[src/rtl/mem_port_arbiter.sv]
`default_nettype none
// +------------------------------------------------------------------------+
// | Module      : mem_port_arbiter                                         |
// | Description : Shares one single-ported memory between instruction     |
// |               fetch and M-stage data access. Data goes first, the     |
// |               pipeline stalls until both accesses of the slot are     |
// |               done. Also builds store byte lanes, drops misaligned    |
// |               data accesses and runs a request watchdog.              |
// | Revision    : 1.0 - initial release                                    |
// +------------------------------------------------------------------------+
module mem_port_arbiter #(
   parameter int MAX_WAIT = 255
) (
   input  logic        clk,
   input  logic        reset,
   input  logic [31:0] PCF,
   output logic [31:0] InstrF,
   input  logic        MemReadM,
   input  logic        MemWriteM,
   input  logic [2:0]  funct3M,
   input  logic [31:0] ALUResultM,
   input  logic [31:0] WriteDataM,
   output logic [31:0] ReadDataM,
   output logic        stall,
   output logic        misalign,
   output logic        err,
   output logic        mem_req,
   output logic        mem_we,
   output logic [31:0] mem_addr,
   output logic [3:0]  mem_be,
   output logic [31:0] mem_wdata,
   input  logic        mem_ack,
   input  logic [31:0] mem_rdata
);

   localparam logic [7:0] WAIT_LIMIT = 8'(MAX_WAIT);

   typedef enum logic [1:0] {
      IDLE  = 2'd0,
      DATA  = 2'd1,
      FETCH = 2'd2
   } state_t;

   state_t      state;
   state_t      state_next;
   logic        d_done;
   logic        f_done;
   logic [31:0] instr_buf;
   logic [31:0] rdata_buf;
   logic [7:0]  wait_cnt;

   logic        d_req;
   logic        d_pending;
   logic        mis_addr;
   logic        sel_data;
   logic        sel_fetch;
   logic        data_ack;
   logic        fetch_ack;
   logic        d_done_now;
   logic        f_done_now;
   logic [3:0]  store_be;
   logic [31:0] store_wdata;
   logic        unused_ok;

   assign d_req     = MemReadM | MemWriteM;
   assign d_pending = d_req & ~d_done;

   // Misaligned: half on odd address, word (or wider) off a word boundary.
   always_comb begin
      mis_addr = 1'b0;
      case (funct3M[1:0])
         2'b01:        mis_addr = ALUResultM[0];
         2'b10, 2'b11: mis_addr = |ALUResultM[1:0];
         default:      mis_addr = 1'b0;
      endcase
   end

   // Store lane steering: replicate the LSB-aligned data and enable the addressed bytes.
   always_comb begin
      store_be    = 4'b1111;
      store_wdata = WriteDataM;
      case (funct3M[1:0])
         2'b00: begin
            store_be    = 4'b0001 << ALUResultM[1:0];
            store_wdata = {4{WriteDataM[7:0]}};
         end
         2'b01: begin
            store_be    = ALUResultM[1] ? 4'b1100 : 4'b0011;
            store_wdata = {2{WriteDataM[15:0]}};
         end
         default: begin
            store_be    = 4'b1111;
            store_wdata = WriteDataM;
         end
      endcase
   end

   // Arbitration: choose the access driven this cycle, detect completion, pick next state.
   always_comb begin
      state_next = state;
      sel_data   = 1'b0;
      sel_fetch  = 1'b0;
      misalign   = 1'b0;
      case (state)
         IDLE: begin
            if (d_pending && !mis_addr) begin
               sel_data = 1'b1;
            end else begin
               // A pending data access reaching here is misaligned: drop it, let fetch go.
               misalign  = d_pending;
               sel_fetch = ~f_done;
            end
         end
         DATA:    sel_data  = 1'b1;
         FETCH:   sel_fetch = 1'b1;
         default: sel_data  = 1'b0;
      endcase
      // Reset removes any request at once, independent of the clock.
      if (!reset) begin
         sel_data  = 1'b0;
         sel_fetch = 1'b0;
         misalign  = 1'b0;
      end
      data_ack   = sel_data & mem_ack;
      fetch_ack  = sel_fetch & mem_ack;
      d_done_now = d_done | data_ack | misalign;
      f_done_now = f_done | fetch_ack;
      case (state)
         IDLE: begin
            // Ack in the issue cycle completes the access without leaving IDLE.
            if (sel_data && !data_ack) begin
               state_next = DATA;
            end else if (sel_fetch && !fetch_ack) begin
               state_next = FETCH;
            end
         end
         DATA:    if (data_ack) state_next = f_done ? IDLE : FETCH;
         FETCH:   if (fetch_ack) state_next = IDLE;
         default: state_next = IDLE;
      endcase
   end

   // Memory port drive for whichever access is selected.
   always_comb begin
      mem_req   = sel_data | sel_fetch;
      mem_we    = 1'b0;
      mem_addr  = 32'd0;
      mem_be    = 4'b0000;
      mem_wdata = 32'd0;
      if (sel_data) begin
         mem_addr  = {ALUResultM[31:2], 2'b00};
         mem_we    = MemWriteM;
         mem_be    = MemWriteM ? store_be : 4'b1111;
         mem_wdata = MemWriteM ? store_wdata : 32'd0;
      end else if (sel_fetch) begin
         mem_addr = {PCF[31:2], 2'b00};
         mem_be   = 4'b1111;
      end
   end

   assign stall     = ~reset | (d_req & ~d_done_now) | ~f_done_now;
   assign InstrF    = fetch_ack ? mem_rdata : instr_buf;
   assign ReadDataM = data_ack ? mem_rdata : (misalign ? 32'd0 : rdata_buf);
   assign unused_ok = &{1'b0, funct3M[2], PCF[1:0]};

   // State, per-slot completion flags and result buffers.
   always_ff @(posedge clk or negedge reset) begin
      if (!reset) begin
         state     <= IDLE;
         d_done    <= 1'b0;
         f_done    <= 1'b0;
         instr_buf <= 32'd0;
         rdata_buf <= 32'd0;
      end else begin
         state  <= state_next;
         d_done <= stall ? d_done_now : 1'b0;
         f_done <= stall ? f_done_now : 1'b0;
         if (data_ack) begin
            rdata_buf <= mem_rdata;
         end else if (misalign) begin
            rdata_buf <= 32'd0;
         end
         if (fetch_ack) begin
            instr_buf <= mem_rdata;
         end
      end
   end

   // Watchdog: count unacknowledged request cycles; err is sticky until reset.
   always_ff @(posedge clk or negedge reset) begin
      if (!reset) begin
         wait_cnt <= 8'd0;
         err      <= 1'b0;
      end else if (mem_req && !mem_ack) begin
         if (wait_cnt != WAIT_LIMIT) begin
            wait_cnt <= wait_cnt + 8'd1;
         end
         if (wait_cnt + 8'd1 == WAIT_LIMIT) begin
            err <= 1'b1;
         end
      end else begin
         wait_cnt <= 8'd0;
      end
   end

endmodule
`default_nettype wire

[config.mk]
export PLATFORM = sky130hd
export DESIGN_NAME = mem_port_arbiter
export DESIGN_NICKNAME = d
export VERILOG_FILES = /design/src/rtl/mem_port_arbiter.sv
export SDC_FILE = /design/constraint.sdc
export NUM_CORES = 1
export LEC_CHECK = 0
export ABC_AREA = 1
export BUFFER_PORTS_ARGS = -buffer_cell sky130_fd_sc_hd__buf_4
export CAP_MARGIN = 10
export CORE_ASPECT_RATIO = 1.75
export CORE_MARGIN = 2
export CORE_UTILIZATION = 40
export CTS_BUF_LIST = sky130_fd_sc_hd__clkbuf_16
export CTS_CLUSTER_DIAMETER = 50
export DETAILED_ROUTE_END_ITERATION = 8
export GPL_ROUTABILITY_DRIVEN = 0
export PLACE_DENSITY_LB_ADDON = 0.2
export SKIP_CTS_REPAIR_TIMING = 1
export SLEW_MARGIN = 5
export SYNTH_ARGS = -nofsm -noshare
export SYNTH_HDL_FRONTEND = slang
export SYNTH_SLANG_ARGS = --single-unit
export TNS_END_PERCENT = 20
[constraint.sdc]
create_clock -name clk -period 4.5 [get_ports clk]
set_clock_uncertainty 0.2 [all_clocks]
set_input_delay 0.225 -clock clk [delete_from_list [all_inputs] [get_ports clk]]
set_output_delay 0.225 -clock clk [all_outputs]
set_load 0.01 [all_outputs]
==> flow_summary.ini <==
[synth]
ys_ff_latch = 77
synth.avg_cell_area_um2 = 7.94
synth_area_um2 = 4260
yosys_warnings = 0
yosys-top-cells-area = dfrtp_1, nand2_1, nand3_1
synth-seq-area-share_pct = 45.2
synth_top_area_share_pct = 45.2
yosysTopAreaCell = dfrtp_1
ys_types = 35
synthCells = 537

[route]
vias_per_cell = 5.15
wl_per_cell_um = 17.4
drt-total-wl_um = 16500
vias = 4885
postRouteAntennaNets = 0
route.detailed.drc = 0
drtIter0Drc = 155
firstDrtPassIters = 6

[clocking]
clk_latency_ns = 0.33
htreeDepth = 3
clock-sinks = 77
cts_root_buffer = clkbuf_16
cts_buffers = 9
tritoncts = yes
clockBufferDepth = 2
clkTransAtPathRegs_ns = 0.06

[global_routing]
grt_max_degree = 62
antenna_found_initial = 1
grt_use_total_pct = 26.7
grt_overflow_total = 0
grt_pass1_vias = 4619
grt_pass1_wl_um = 23100

[setup_path]
worstPathArrival_ns = 3.27
rrSetupSlack_ns = 2.20
worstPathMaxFanout = 60
worst-path-buf-inv = 5
crit_start = reset
worstSetupEndpoint = InstrF[3]
cp.required_ns = 4.07
cpPeakStageDelay_ns = 0.68
r2r_cells = 8
rr_endpoint = instr_buf[3]$_DFF_PN0_
worstSetupEndpointType = primary output
crit-reg2reg-launch = d_done$_DFF_PN0_
crit_cells = 8
timing_worst_setup_path_type = in2out
critPathLaunchType = input port
crit_chain = dlygate4sd3_1, buf_4, buf_4, nand3_4, clkinv_2, nand2_1, nand2_1, buf_4
cp_slowest_cell = buf_4
crit_top_cell = buf_4
crit_family = buffers and inverters

[run]
drv_cap = 0

[cells_and_area]
nFillCells = 853
drive_gt1_share_pct = 37.6
fin_util_pct = 66.5
area_growth_pct = 60.6
nets = 954

[timing]
timing.final.crit_share_pct = 82.1
clock.fmax_ghz = 0.271
finalHoldViolations = 0
worst_slack_ns = 0.807
finalMaxSlewViolations = 0
layout_min_cycle_time_ns = 3.69
setup-tns-final_ns = 0
setup_viol = 0
worstMarginPinSlew_ns = 1.17
rsz0062_at_grt = false
slew-limit-headroom_pct = 21.7

[power]
peakVddDrop_uv = 570
swShare_pct = 38.3
internal-power_mw = 2.33
power_per_cell_area_nw_per_um2 = 550
total_power_mw = 3.77
p_switching_mw = 1.44
power.share.clock_pct = 20.2
power.leakage_nw = 3.78
combPwrFrac_pct = 51.2
seq_power_share_pct = 28.6

[placed_design]
place_ws_ns = 1.39
port_buffers = 267
dpl.hpwl_um = 12200

[status]
outcome = finished clean

[die]
dieArea_um2 = 11500
io_pins = 273
rows = 49
core_area_um2 = 10300
initial_core_util_pct = 41.4
dieHeight_um = 141
die_w_um = 82.0

[min_path]
hp-class = in2reg
## Yosys cell counts (all sizes together)
cell type / n
clkbuf: 7
conb: 1
clkinv: 1
xnor2: 2
nand4: 3
buf: 26
o22ai: 8
nand3: 74
a211oi: 1
o21ai: 11
dfrtp: 77
nor2: 47
mux2i: 1
a21oi: 27
o21bai: 2
ha: 2
a22o: 30
inv: 28
xor2: 2
nand2: 187
## state kept, by name (all words and copies together) (netlist names)
register   flops
state          2
err            1
wait_cnt       8
rdata_buf     32
f_done         1
d_done         1
instr_buf     32
## worst min-delay path by stage
stage / from / to / cells past startpoint
floorplan: reset / d_done$_DFF_PN0_ / 0
global placement: reset / state[1]$_DFFE_PN0P_ / 1
detailed placement: reset / state[1]$_DFFE_PN0P_ / 1
CTS: reset / instr_buf[24]$_DFF_PN0_ / 1
global route: mem_rdata[31] / instr_buf[31]$_DFF_PN0_ / 3
finish: mem_rdata[31] / instr_buf[31]$_DFF_PN0_ / 3
## logic make-up (layout without fill, tap and decap cells)
logic type | count (synthesis) | after routing | share of synthesized area (%)
compound gates | 79 | 79 | 12.9
buf+inv | 62 | 345 | 8.16
other cells | 1 | 3 | 0.0880
xor+xnor | 4 | 4 | 0.822
mux | 1 | 1 | 0.235
fa+ha+maj | 2 | 2 | 0.587
simple gates | 311 | 311 | 32.1
flops | 77 | 77 | 45.2
## area by class of cell
cell class	instances	area (um^2)	share of cell area, %
Clock inverter	7	90.1	1.32
Timing Repair Buffer	300	2330	34.1
Inverter	29	120	1.75
Antenna cell	1	2.50	0.0365
Multi-Input combinational cell	399	1990	29.1
Clock buffer	9	225	3.29
Sequential cell	77	1930	28.1
Tap cell	127	159	2.32
## layout by cell type, fill, tap and decap left out, drive strengths merged
cell type    instances
buf                268
nand2              187
dfrtp               77
nand3               74
nor2                47
dlygate4sd3         32
a22o                30
inv                 30
a21oi               27
o21ai               11
clkbuf               9
o22ai                8
clkinv               3
nand4                3
o21bai               2
xor2                 2
xnor2                2
ha                   2
conb                 2
bufinv               2
diode                1
a211oi               1
mux2i                1
clkinvlp             1
## per-layer routing
layer	share of wire (%)	vias up	GRT usage (%)
met5	0	-	0
li1	-	2328	-
met2	52	244	47.8
met4	3.0	0	10.8
met1	34	2277	27.4
met3	11	36	9.21
## through the flow
stage          instances  hold slack, ns  area, um^2
2_1_floorplan        538          -0.271        4270
6_report             949          0.0293        6850
3_3_place_gp         900         -0.0660        6210
3_5_place_dp         900         -0.0669        6210
4_1_cts              916          -0.417        6530
5_1_grt              949          0.0546        6850
## worst min-delay path: cells and delay by family
family,cells,cell delay [ns]
buffers and inverters,2,0.16
AOI/OAI and AO/OA,1,0.11
## power groups by stage
| stage | Sequential (mW) | Combinational, mW | Clock (mW) |
|---|---|---|---|
| finish | 1.08 | 1.93 | 0.760 |
| global route | 1.11 | 2.10 | 0.790 |
| CTS | 1.08 | 1.91 | 0.768 |
| detailed placement | 1.09 | 1.90 | 0 |
| global placement | 1.07 | 1.87 | 0 |
| floorplan | 1.06 | 0.973 | 0 |
(Power assumes the default switching activity.)
